## config.mk

```make
export PLATFORM = sky130hd
export DESIGN_NAME = btn_conditioner
export DESIGN_NICKNAME = d
export VERILOG_FILES = /design/src/rtl/btn_conditioner.sv
export SDC_FILE = /design/constraint.sdc
export NUM_CORES = 1
export LEC_CHECK = 0
export ABC_AREA = 1
export ABC_CLOCK_PERIOD_IN_PS = 2330
export BUFFER_PORTS_ARGS = -buffer_cell sky130_fd_sc_hd__buf_2
export CAP_MARGIN = 10
export CORE_MARGIN = 4
export CORE_UTILIZATION = 46
export CTS_BUF_LIST = sky130_fd_sc_hd__clkbuf_8
export DETAILED_ROUTE_END_ITERATION = 6
export PLACE_DENSITY = 0.71
export SYNTH_ARGS = -nofsm -noshare
export SYNTH_HDL_FRONTEND = slang
export SYNTH_SLANG_ARGS = --single-unit
```

## constraint.sdc

```tcl
create_clock -name clk -period 2.33 [get_ports clk]
set_clock_uncertainty 0.05 [all_clocks]
set_input_delay 0.233 -clock clk [delete_from_list [all_inputs] [get_ports clk]]
set_output_delay 0.233 -clock clk [all_outputs]
set_load 0.01 [all_outputs]
```

## src/rtl/btn_conditioner.sv

```systemverilog
// btn_conditioner: synchronizes, debounces and edge-detects raw pushbuttons per channel,
// producing a clean level, press/release pulses and a long-press flag.
module btn_conditioner #(
    parameter int NUM_BTN    = 3,
    parameter int DB_COUNT   = 500000,
    parameter int CNT_W      = 19,
    parameter int HOLD_COUNT = 50000000,
    parameter int HOLD_W     = 26
) (
    input  logic               clk,
    input  logic               clr,
    input  logic [NUM_BTN-1:0] btn_raw,
    output logic [NUM_BTN-1:0] btn_level,
    output logic [NUM_BTN-1:0] btn_press,
    output logic [NUM_BTN-1:0] btn_release,
    output logic [NUM_BTN-1:0] btn_held
);
    logic [NUM_BTN-1:0] s1, s2;

    always_ff @(posedge clk or negedge clr)
        if (!clr) begin
            s1 <= '0;
            s2 <= '0;
        end else begin
            s1 <= btn_raw;
            s2 <= s1;
        end

    for (genvar i = 0; i < NUM_BTN; i++) begin : g_ch
        logic [CNT_W-1:0]  cnt;
        logic [HOLD_W-1:0] hcnt;
        logic              lvl, prs, rel, hld, accept;

        assign accept = (s2[i] != lvl) && (cnt == CNT_W'(DB_COUNT - 1));

        always_ff @(posedge clk or negedge clr)
            if (!clr) begin
                cnt  <= '0;
                hcnt <= '0;
                lvl  <= 1'b0;
                prs  <= 1'b0;
                rel  <= 1'b0;
                hld  <= 1'b0;
            end else begin
                cnt <= (s2[i] == lvl || accept) ? '0 : cnt + 1'b1;
                lvl <= accept ? s2[i] : lvl;
                prs <= accept && s2[i];
                rel <= accept && !s2[i];
                // an accepted release drops held on the same edge as the release pulse
                if (!lvl || accept) begin
                    hcnt <= '0;
                    hld  <= 1'b0;
                end else if (!hld) begin
                    if (hcnt == HOLD_W'(HOLD_COUNT - 1))
                        hld <= 1'b1;
                    else
                        hcnt <= hcnt + 1'b1;
                end
            end

        assign btn_level[i]   = lvl;
        assign btn_press[i]   = prs;
        assign btn_release[i] = rel;
        assign btn_held[i]    = hld;
    end
endmodule

```

# ---- Word level (Yosys, flattened, before mapping)
# Index checks and enable logic that the tools add are counted.
dict set report word_totals {
  ff_bits 153
  out_inout_bits 12
}
dict set report op_classes {
  add_sub_neg 6
  n_eq_ne 18
  mux 21
  n_reduce_logical 24
}
# operator count
set ops {}
lappend ops {{2-to-1 mux 26 bit} 9}
lappend ops {{adder 26 x 1 -> 26 bit, second input constant} 3}
lappend ops {{== test 26 bit, second input constant} 3}
lappend ops {{adder 19 x 1 -> 19 bit, second input constant} 3}
lappend ops {{== test 19 bit, second input constant} 3}
lappend ops {{2-to-1 mux 19 bit} 3}
lappend ops {{logical AND 1 bit} 9}
lappend ops {{2-to-1 mux 1 bit} 9}
lappend ops {{logical NOT 1 bit} 6}
lappend ops {{logical OR 1 bit} 6}
lappend ops {{inequality test 2 x 1 -> 1 bit, second input constant} 3}
lappend ops {{inequality test 2 bit, second input constant} 3}
lappend ops {{AND reduction 2 bit} 3}
lappend ops {{== test 1 bit} 3}
lappend ops {{inequality test 1 bit} 3}

# ---- Logic depth before layout (Yosys ltp)
# Gate-level depths: netlist of the first run.
dict set report logic_depth {
  word_depth 5
  depth_mapped 12
  ltp_nobuf 11
}

# ---- Worst setup path after synthesis of the first run
# OpenSTA, ideal clock, no wires.
dict set report synth_timing {
  path_type {reg-to-reg}
  startpoint {register g_ch[1].hcnt[0]}
  endpoint {register g_ch[1].hcnt[23]}
  setup_ps 116
  t_arrival_ps 1539
  setup_slack_ps 625
  path_stages_with_launch 12
  path_buffers 1
  period_less_slack_ps 1705
  path_cell_list {dfrtp_1 > ha_1 > inv_2 > nor2_4 > nand2_1 > nor2_2 > nand2_2 > nand2_1 > nand2_2 > buf_6 > nand2_1 > nand2_1}
}
dict set report synth_via {
  elab_chain_len 4
  elab_cells_between_ends 7
  cone_classes {add/sub (1); eq/ne (2); mux (3); reduce/logical (1)}
}
# item line_no
set synth_rtl {}
lappend synth_rtl {{start: declaration} 31} ;# logic [HOLD_W-1:0] hcnt;
lappend synth_rtl {{start signal: assignment} 57} ;# hcnt <= hcnt + 1'b1;
lappend synth_rtl {{adder 26 x 1 -> 26 bit} 57}
lappend synth_rtl {{2-to-1 mux 26 bit} 54} ;# if (hcnt == HOLD_W'(HOLD_COUNT - 1))
lappend synth_rtl {{2-to-1 mux 26 bit} 53} ;# end else if (!hld) begin
lappend synth_rtl {{2-to-1 mux 26 bit} 50} ;# if (!lvl || accept) begin
# Several ways; a longest one is shown, not always the timed one. The select of a mux whose other input is x is not followed.
# A chain may end at the register's enable or synchronous reset.

# ---- Worst setup path in the final report of the first run
dict set report layout_timing {
  startpoint {register g_ch[1].cnt[0]}
  endpoint {register g_ch[1].hcnt[25]}
}
dict set report layout_via {
  elab_chain_len 5
  elab_cells_between_ends 7
  cone_classes {eq/ne (3); mux (1); reduce/logical (3)}
}
# item line_no
set layout_rtl {}
lappend layout_rtl {{start: declaration} 30} ;# logic [CNT_W-1:0] cnt;
lappend layout_rtl {{start signal: assignment} 45} ;# cnt <= (s2[i] == lvl || accept) ? '0 : cnt + 1'b1;
lappend layout_rtl {{== test 19 bit (*)} 34} ;# assign accept = (s2[i] != lvl) && (cnt == CNT_W'(DB_COUNT - 1));
lappend layout_rtl {{logical AND 1 bit (*)} 34}
lappend layout_rtl {{logical OR 1 bit (*)} 50}
lappend layout_rtl {{inequality test 2 bit (no line) or inequality test 2 x 1 -> 1 bit (tied branches)} n/a}
lappend layout_rtl {{AND reduction 2 bit (no line)} n/a}
# Mark *: on every way between the ends. The rest lies on a longest branch, timed or not.

==> metrics.yaml, run 1 <==
status: "complete, no violations"
syn2layout_area_growth_pct: 7.68
route.detailed.drc: 0
ir_worst_vdd_uv: 327
post_cts_buffers: 0
numCtsBuffers: 17
p_leak_nw: 4.62
wl_per_cell_um: 12.0
yosys_warnings: 0
critical_path.startpoint: "g_ch[1].cnt[0]$_DFF_PN0_"
fp.dieArea_um2: 22800
ys_types: 36
grt_pass1_vias: 7692
synth_top_cell_by_area: "dfrtp_1"
synth_area_leaders: "dfrtp_1 (41%), nand2_1 (19%), nor2_1 (11%)"
final_area_um2: 10100
worst_ep_arrival_time_ns: 2.38
grt-ovfl-total: 0
drtAntennaViolNets: 0
layout-drive-gt1-share: 0.0690
ctsResizeCount: 0
path_buf_inv: 2
portBuffers: 16
place_area_um2: 9690
end_kind: "flop"
drtIter0Drc: 516
diodes: 0
multiInputGateArea_um2: 4830
grt_pass1_wl_um: 35100
regToRegSetupSlack_ns: 0.30
powerDensity_nw_per_um2: 484
whs_ns: 0.230
clkLatencyLatePin_ns: 0.46
dp_hpwl_um: 14500
routabilityCongestion: 0.925
initial_core_util: 0.467
max_freq_ghz: 0.492
min_period_ns: 2.03
cp_num_cells: 11
clk_pin_slew_ns: 0.08
hold_viol: 0
critPathTopFamily: "simple AND/OR/NAND/NOR gates"
viasPerCell: 4.90
syn_area_um2: 9420
core_um2: 20200
ys_ff_latch: 153
slew_viol_final: 0
stdcell_count: 1662
crit_top_cell: "nand2_1"
synth_top_area_frac: 0.407
vias: 8150
grt_max_degree: 49
syn-num-nets: 1372
critPathMaxStageDelay_ns: 0.37
rr_worst_depth: 11
syn_avg_cell_area_um2: 6.92
clockRootBuffer: "clkbuf_8"
clockBufferDepth: 2
cp_cell_sequence: "ha_1 -> nand2_2 -> nor2_4 -> inv_2 -> nor2_1 -> nand3_1 -> nand2_1 -> inv_1 -> nand2_2 -> nand2_1 -> nand2_1"
startpoint_type: "flop"
setup_violations: 0
holdBufCountCts: 4
period_share: 0.873
drt-pass1-iter-count: 5
post-place-cells: 1627
routed_wl_um: 20000
num_rows: 52
die_y_um: 151
cts_tree: "done"
grt_usage: 0.188
antenna_found_initial: 0
timing.max_cap.violations: 0
worst_pin_slew_ns: 0.573
final-seq-area_um2: 3830
synth_cells: 1361
die_w_um: 151
setup-tns-final_ns: 0
cts_sinks: 153
cp-endpoint: "g_ch[1].hcnt[25]$_DFFE_PN0P_"
crit_required_ns: 2.68
htreeDepth: 4
cp_slowest_cell: "dfrtp_1"
finalNetCount: 1391
critPathMaxFanout: 14
relSlewSlack: 0.617
worstReg2RegStart: "g_ch[1].cnt[0]$_DFF_PN0_"
yosysSeqAreaShare: 0.407
worstSetupPathType: "flop to flop"
r2r_end: "g_ch[1].hcnt[25]$_DFFE_PN0P_"
io_pins: 17
hold_path.class: "primary input to asynchronous set/reset pin"
nFillCells: 1993
rsz0062_at_grt: "false"
## worst min path at each step
stage                     start                      endpoint  cells after the start
after floorplan             clr      g_ch[0].cnt[0]$_DFF_PN0_                      0
after global placement      clr  g_ch[2].hcnt[18]$_DFFE_PN0P_                      1
after detailed placement    clr  g_ch[2].hcnt[18]$_DFFE_PN0P_                      1
after CTS                   clr  g_ch[2].hcnt[18]$_DFFE_PN0P_                      2
after global routing        clr  g_ch[2].hcnt[18]$_DFFE_PN0P_                      2
final                       clr  g_ch[2].hcnt[18]$_DFFE_PN0P_                      2
## cell families (layout without fill, tap and decap cells)
| family | count (synthesis) | in the layout | synth area share |
|---|---|---|---|
| AND/OR/NAND/NOR | 942 | 942 | 0.424 |
| buffers and inverters | 166 | 197 | 0.0807 |
| flip-flops | 153 | 153 | 0.407 |
| XOR/XNOR | 67 | 67 | 0.0623 |
| AO/OA/AOI/OAI | 27 | 27 | 0.0183 |
| adder cells (fa/ha/maj) | 6 | 6 | 0.00797 |
## stage by stage
stage | util | setup WS (ns) | total power [mW]
2_1_floorplan | - | 0.625 | 2.77
3_3_place_gp | 0.480 | 0.382 | 2.85
3_5_place_dp | 0.480 | 0.314 | 2.85
4_1_cts | 0.503 | 0.309 | 4.99
5_1_grt | 0.503 | 0.0394 | 5.11
6_report | 0.503 | 0.296 | 4.91
## report_power, final
group          leakage, nW  switching, mW  internal, mW
Clock                0.213           1.01          1.11
Combinational         2.29         0.0888        0.0297
Sequential            2.12         0.0112          2.67
## layout make-up
type,count,share of cell area
Multi-Input combinational cell,1042,0.476
Sequential cell,153,0.378
Inverter,134,0.0496
Tap cell,270,0.0333
Clock buffer,19,0.0258
Timing Repair Buffer,32,0.0226
Clock inverter,12,0.0149
## routing by layer
layer	track usage	routed length [um]	share of wire	vias to the layer above
met5	0	0	0	-
met4	0.0721	454	0.023	0
met3	0.0362	711	0.036	40
met2	0.313	9290	0.46	154
met1	0.244	9520	0.48	3715
li1	-	-	-	4241
## placed cells by master, fill, tap and decap left out, drive strengths merged, types with 3 or more instances in the layout
cell type	n
nand2	477
nor2	288
dfrtp	153
inv	135
nand3	111
xor2	57
nand4	29
buf	28
nor3	22
clkbuf	19
xnor2	10
a21oi	8
nor3b	7
o21ai	7
clkinv	7
o21bai	6
ha	6
nand3b	4
dlygate4sd3	4
a31oi	3
bufinv	3
## flip-flops by register name (all words and copies together) (netlist names)
name	flops
g_ch.hcnt	78
g_ch.cnt	57
g_ch.hld	3
g_ch.lvl	3
g_ch.prs	3
g_ch.rel	3
s1	3
s2	3
## worst register-to-register path, stage by stage (launching register included)
cell and delay [ns]:
dfrtp_1 0.37, ha_1 0.24, nand2_2 0.11, nor2_4 0.15
inv_2 0.04, nor2_1 0.13, nand3_1 0.09, nand2_1 0.17
inv_1 0.15, nand2_2 0.29, nand2_1 0.11, nand2_1 0.06
## synth_stat cells, drive strengths merged
master	count
nor3	22
o21bai	6
nand4	29
buf	32
o21ai	7
nor3b	7
nor4	2
ha	6
a31oi	3
xor2	57
nor2	288
a211oi	2
or2	1
xnor2	10
and2	1
nand3	111
dfrtp	153
a21oi	8
o21a	1
inv	134
nand2	477
nand3b	4
Note: power is estimated with default switching activity, not from simulation.
==> run 2: changes to the inputs <==
--- a/config.mk
+++ b/config.mk
@@ -10,10 +10,10 @@
 export BUFFER_PORTS_ARGS = -buffer_cell sky130_fd_sc_hd__buf_2
 export CAP_MARGIN = 10
 export CORE_MARGIN = 4
-export CORE_UTILIZATION = 46
+export CORE_UTILIZATION = 45
 export CTS_BUF_LIST = sky130_fd_sc_hd__clkbuf_8
 export DETAILED_ROUTE_END_ITERATION = 6
-export PLACE_DENSITY = 0.71
+export PLACE_DENSITY = 0.7
 export SYNTH_ARGS = -nofsm -noshare
 export SYNTH_HDL_FRONTEND = slang
 export SYNTH_SLANG_ARGS = --single-unit
==> run 2 against run 1 <==
Effect of this change:
- global-route usage fell by 0.79 points
- first-iteration DRC count shrank 13%
- sequential share of layout area is 0.084 points lower
- setup slack got worse by 0.042 ns
- sequential cell count unchanged
- total power is 3.4% higher
- via count fell by 0.45%
- final area rose by 0.22%
- combinational power barely moved
- register-to-register slack lost 0.04 ns
- worst hold slack got worse by 0.042 ns
==> metrics.yaml, run 2 (synthesized netlist as in run 1, its figures left out) <==
status: "complete, no violations"
dp_hpwl_um: 14600
finalNetCount: 1390
drtIter0Drc: 448
drt-pass1-iter-count: 5
routabilityCongestion: 0.909
top_regs: "g_ch.hcnt x78, g_ch.cnt x57"
end_kind: "flop"
slew_viol_final: 0
worst_ep_arrival_time_ns: 2.44
period_share: 0.891
antenna_found_initial: 0
rsz0062_at_grt: "false"
p_leak_nw: 4.62
ir_worst_vdd_uv: 317
routed_wl_um: 20000
cp-endpoint: "g_ch[0].hcnt[21]$_DFFE_PN0P_"
nFillCells: 2067
drtAntennaViolNets: 0
viasPerCell: 4.88
clockRootBuffer: "clkbuf_8"
grt_pass1_vias: 7744
worstReg2RegStart: "g_ch[0].cnt[0]$_DFF_PN0_"
internal_power_mw: 3.90
max_freq_ghz: 0.482
p_comb_frac: 0.023
critical_path.startpoint: "g_ch[0].cnt[0]$_DFF_PN0_"
swShare: 0.231
fin_ws_ns: 0.254
clk_pin_slew_ns: 0.09
hold_viol: 0
die_w_um: 153
diodes: 0
final_cell_mix: "nand2_1 (466), nor2_1 (273), dfrtp_1 (153)"
startpoint_type: "flop"
clkLatencyLatePin_ns: 0.47
worstSetupPathType: "flop to flop"
initial_core_util: 0.461
portBuffers: 16
regMostFlops: "g_ch.hcnt"
holdBufCountCts: 4
fp.dieArea_um2: 23300
setup_violations: 0
min_period_ns: 2.08
crit_required_ns: 2.70
numCtsBuffers: 17
layout_commonest_cell: "nand2_1"
grt_max_degree: 70
regToRegSetupSlack_ns: 0.25
clockBufferDepth: 2
cts_tree: "done"
r2r_end: "g_ch[0].hcnt[21]$_DFFE_PN0P_"
hold_path.class: "primary input to asynchronous set/reset pin"
setup-tns-final_ns: 0
route.detailed.drc: 0
die_y_um: 153
timing.max_cap.violations: 0
largest_reg_flops: 78
wl_per_cell_um: 12.0
core_um2: 20400
ctsResizeCount: 0
layout-drive-gt1-share: 0.0690
syn2layout_area_growth_pct: 7.92
rr_worst_depth: 8
vias: 8113
htreeDepth: 4
clkPwrFrac: 0.449
p_seq_frac: 0.528
post_cts_buffers: 0
grt_usage: 0.181
grt_pass1_wl_um: 35700
worst_pin_slew_ns: 0.623
grt-ovfl-total: 0
num_rows: 52
p_switching_mw: 1.17
powerDensity_nw_per_um2: 500
critPathMaxFanout: 24
io_pins: 17
cts_sinks: 153
relSlewSlack: 0.584
dp_slack_ns: 0.261
-- run 2: cell count changes in the layout (fill, tap and decap cells not counted) --
cell / delta
clkinv_2: -1
clkinvlp_4: +1
bufinv_16: +1
inv_8: +1
buf_4: -1
inv_6: +2
clkbuf_8: -1
clkinv_4: -2
-- run 2: critical path, cell delays in order (launching register included) --
cell	delay, ns
dfrtp_1	0.41
ha_1	0.23
nand2_1	0.16
nor2_2	0.07
nand4_1	0.22
nand2_2	0.16
nor2_4	0.48
nand2_1	0.13
nand2_1	0.10
-- run 2: through the flow --
| step | utilization | hold WS [ns] | instance area (um2) | std cells | total power [mW] |
|---|---|---|---|---|---|
| finish | 0.497 | 0.188 | 10200 | 1662 | 5.08 |
| detailed placement | 0.474 | 0.115 | 9680 | 1626 | 2.85 |
| floorplan | - | -0.113 | 9420 | 1361 | 2.77 |
| global route | 0.497 | 0.200 | 10200 | 1662 | 5.29 |
| global placement | 0.474 | 0.116 | 9680 | 1626 | 2.85 |
| CTS | 0.497 | 0.183 | 10200 | 1662 | 5.16 |
-- run 2: cell type report --
| type | instances | area [um2] | area share |
|---|---|---|---|
| clock buffers | 18 | 248 | 0.0244 |
| well taps | 270 | 338 | 0.0332 |
| multi-input cells | 1042 | 4830 | 0.475 |
| repair buffers | 31 | 221 | 0.0218 |
| clock inverters | 14 | 195 | 0.0192 |
| inverters | 134 | 503 | 0.0495 |
| flip-flops and latches | 153 | 3830 | 0.377 |
-- run 2: routing by layer --
metal	vias to the layer above	share of wire	track usage
met2	126	0.46	0.289
met5	-	0	0
met4	0	0.015	0.0552
met3	24	0.037	0.0403
li1	4247	-	-
met1	3716	0.48	0.246
-- run 2: power groups by stage --
| stage | combinational (mW) | clock (mW) | sequential [mW] |
|---|---|---|---|
| global placement | 0.117 | 0 | 2.73 |
| detailed placement | 0.118 | 0 | 2.74 |
| CTS | 0.124 | 2.35 | 2.68 |
| finish | 0.117 | 2.28 | 2.68 |
| floorplan | 0.0399 | 0 | 2.73 |
| global route | 0.139 | 2.46 | 2.69 |
-- run 2: worst min path at each step --
stage	startpoint	to	slack [ns]	cells after the start
floorplan	clr	g_ch[0].cnt[0]$_DFF_PN0_	-0.11	0
global placement	clr	g_ch[2].hld$_DFF_PN0_	0.12	1
detailed placement	clr	s2[2]$_DFF_PN0_	0.11	1
CTS	clr	s2[2]$_DFF_PN0_	0.18	2
global route	clr	s2[2]$_DFF_PN0_	0.20	2
finish	clr	s2[2]$_DFF_PN0_	0.19	2
==> run 3: changes to the inputs <==
--- a/config.mk
+++ b/config.mk
@@ -14,6 +14,7 @@
 export CTS_BUF_LIST = sky130_fd_sc_hd__clkbuf_8
 export DETAILED_ROUTE_END_ITERATION = 6
 export PLACE_DENSITY = 0.7
+export SETUP_SLACK_MARGIN = 0.5
 export SYNTH_ARGS = -nofsm -noshare
 export SYNTH_HDL_FRONTEND = slang
 export SYNTH_SLANG_ARGS = --single-unit
==> run 3 against run 2 <==
Effect of this change:
- clock-buffer cell count did not move
- die area is the same
- first-iteration DRC count rose by 38%
- global-route usage increased by 1.1 points
- via count grew 4.4%
- register-to-register slack improved by 0.26 ns
- non-clock buffer count up 29
- largest cell class unchanged
==> metrics.yaml, run 3 (synthesized netlist as in run 1, its figures left out) <==
num_rows: 52
clockRootBuffer: "clkbuf_8"
critPathMaxFanout: 7
fp.dieArea_um2: 23300
initial_core_util: 0.461
clk_pin_slew_ns: 0.09
ir_worst_vdd_uv: 308
cts_sinks: 153
worstSetupPathType: "flop to flop"
power_mw: 5.10
grt_pass1_wl_um: 37700
hold_path.class: "primary input to asynchronous set/reset pin"
numCtsBuffers: 17
top_regs: "g_ch.hcnt x78, g_ch.cnt x57"
die_w_um: 153
routed_wl_um: 21800
fin_util: 0.530
timing.max_cap.violations: 0
syn2layout_area_growth_pct: 14.9
min_period_ns: 1.81
grt_max_degree: 70
critPathTopFamily: "simple AND/OR/NAND/NOR gates"
hold_viol: 0
clockBufferDepth: 2
vias: 8469
critPathMaxStageDelay_ns: 0.42
diodes: 0
route.detailed.drc: 0
worst_ep_arrival_time_ns: 2.17
die_y_um: 153
cp_slowest_cell: "dfrtp_1"
largest_reg_flops: 78
drt-pass1-iter-count: 5
htreeDepth: 4
cp_cell_sequence: "ha_4 -> nand2_4 -> nor2_4 -> inv_2 -> nor2_4 -> nand3_2 -> nand2_4 -> clkinvlp_4 -> nand2_4 -> nand2_1 -> nand2_1"
regMostFlops: "g_ch.hcnt"
end_kind: "flop"
powerDensity_nw_per_um2: 471
max_freq_ghz: 0.552
slew_viol_final: 0
crit_top_cell: "nand2_4"
dp_hpwl_um: 14600
worst_pin_slew_ns: 0.474
viasPerCell: 4.98
setup_violations: 0
status: "complete, no violations"
layout-drive-gt1-share: 0.118
wl_per_cell_um: 12.9
period_share: 0.778
crit_required_ns: 2.69
rsz0062_at_grt: "true"
layout_commonest_cell: "nand2_1"
drtAntennaViolNets: 0
core_um2: 20400
routabilityCongestion: 0.909
setup-tns-final_ns: 0
portBuffers: 16
io_pins: 17
grt_pass1_vias: 8091
finalNetCount: 1427
drtIter0Drc: 616
final_cell_mix: "nand2_1 (450), nor2_1 (264), dfrtp_1 (150)"
grt-ovfl-total: 0
grt_usage: 0.191
cts_tree: "done"
relSlewSlack: 0.683
p_leak_nw: 4.86
path_buf_inv: 2
startpoint_type: "flop"
antenna_found_initial: 0
clkLatencyLatePin_ns: 0.47
-- run 3: timing repair --
action / CTS / global route
pin swaps: 10 / 17
gates resized for setup: 25 / 51
gates cloned: 7 / 1
hold endpoints to repair: 51 / 0
hold buffers: 4 / 0
setup buffers: 16 / 13
setup endpoints to repair: 90 / 102
-- run 3: path summary, 6_finish.rpt --
path,from,end,slack (ns),depth (start not counted)
max,g_ch[1].cnt[0]$_DFF_PN0_,g_ch[1].hcnt[11]$_DFFE_PN0P_,0.52,11
min,clr,s2[2]$_DFF_PN0_,0.19,2
max reg2reg,g_ch[1].cnt[0]$_DFF_PN0_,g_ch[1].hcnt[11]$_DFFE_PN0P_,0.52,11
min reg2reg,s1[0]$_DFF_PN0_,s2[0]$_DFF_PN0_,0.30,0
max in group asynchronous,clr,g_ch[2].cnt[18]$_DFF_PN0_,1.22,3
min in group clk,s1[0]$_DFF_PN0_,s2[0]$_DFF_PN0_,0.30,0
-- run 3: layout make-up --
class,count,area (um2)
Fill cell,1969,9610
Sequential cell,153,3830
Timing Repair Buffer,60,528
Inverter,134,512
Multi-Input combinational cell,1050,5160
Clock inverter,14,195
Clock buffer,18,248
Tap cell,270,338
-- run 3: worst register-to-register path: stages, from the launching register on --
cell	delay, ns
dfrtp_1	0.42
ha_4	0.19
nand2_4	0.07
nor2_4	0.16
inv_2	0.06
nor2_4	0.09
nand3_2	0.10
nand2_4	0.10
clkinvlp_4	0.20
nand2_4	0.19
nand2_1	0.06
nand2_1	0.06
-- run 3: metal layers --
layer,vias to the layer above,GRT usage,wire length (um)
met5,-,0,0
met4,0,0.0679,388
met3,33,0.0369,965
met2,183,0.311,10300
met1,3919,0.257,10200
li1,4334,-,-
-- run 3: report_power, final --
part           internal, mW  switching, mW
Clock                  1.20           1.08
Combinational        0.0359         0.0896
Sequential             2.67         0.0162
-- run 3: per-stage QoR --
step                hold WS (ns)  worst slack (ns)  instance area, um2  cells
floorplan                 -0.113             0.625                9420   1361
global placement           0.116             0.309                9680   1626
detailed placement         0.115             0.261                9680   1626
CTS                        0.183             0.500               10500   1685
global route               0.206             0.387               10800   1699
finish                     0.191             0.518               10800   1699
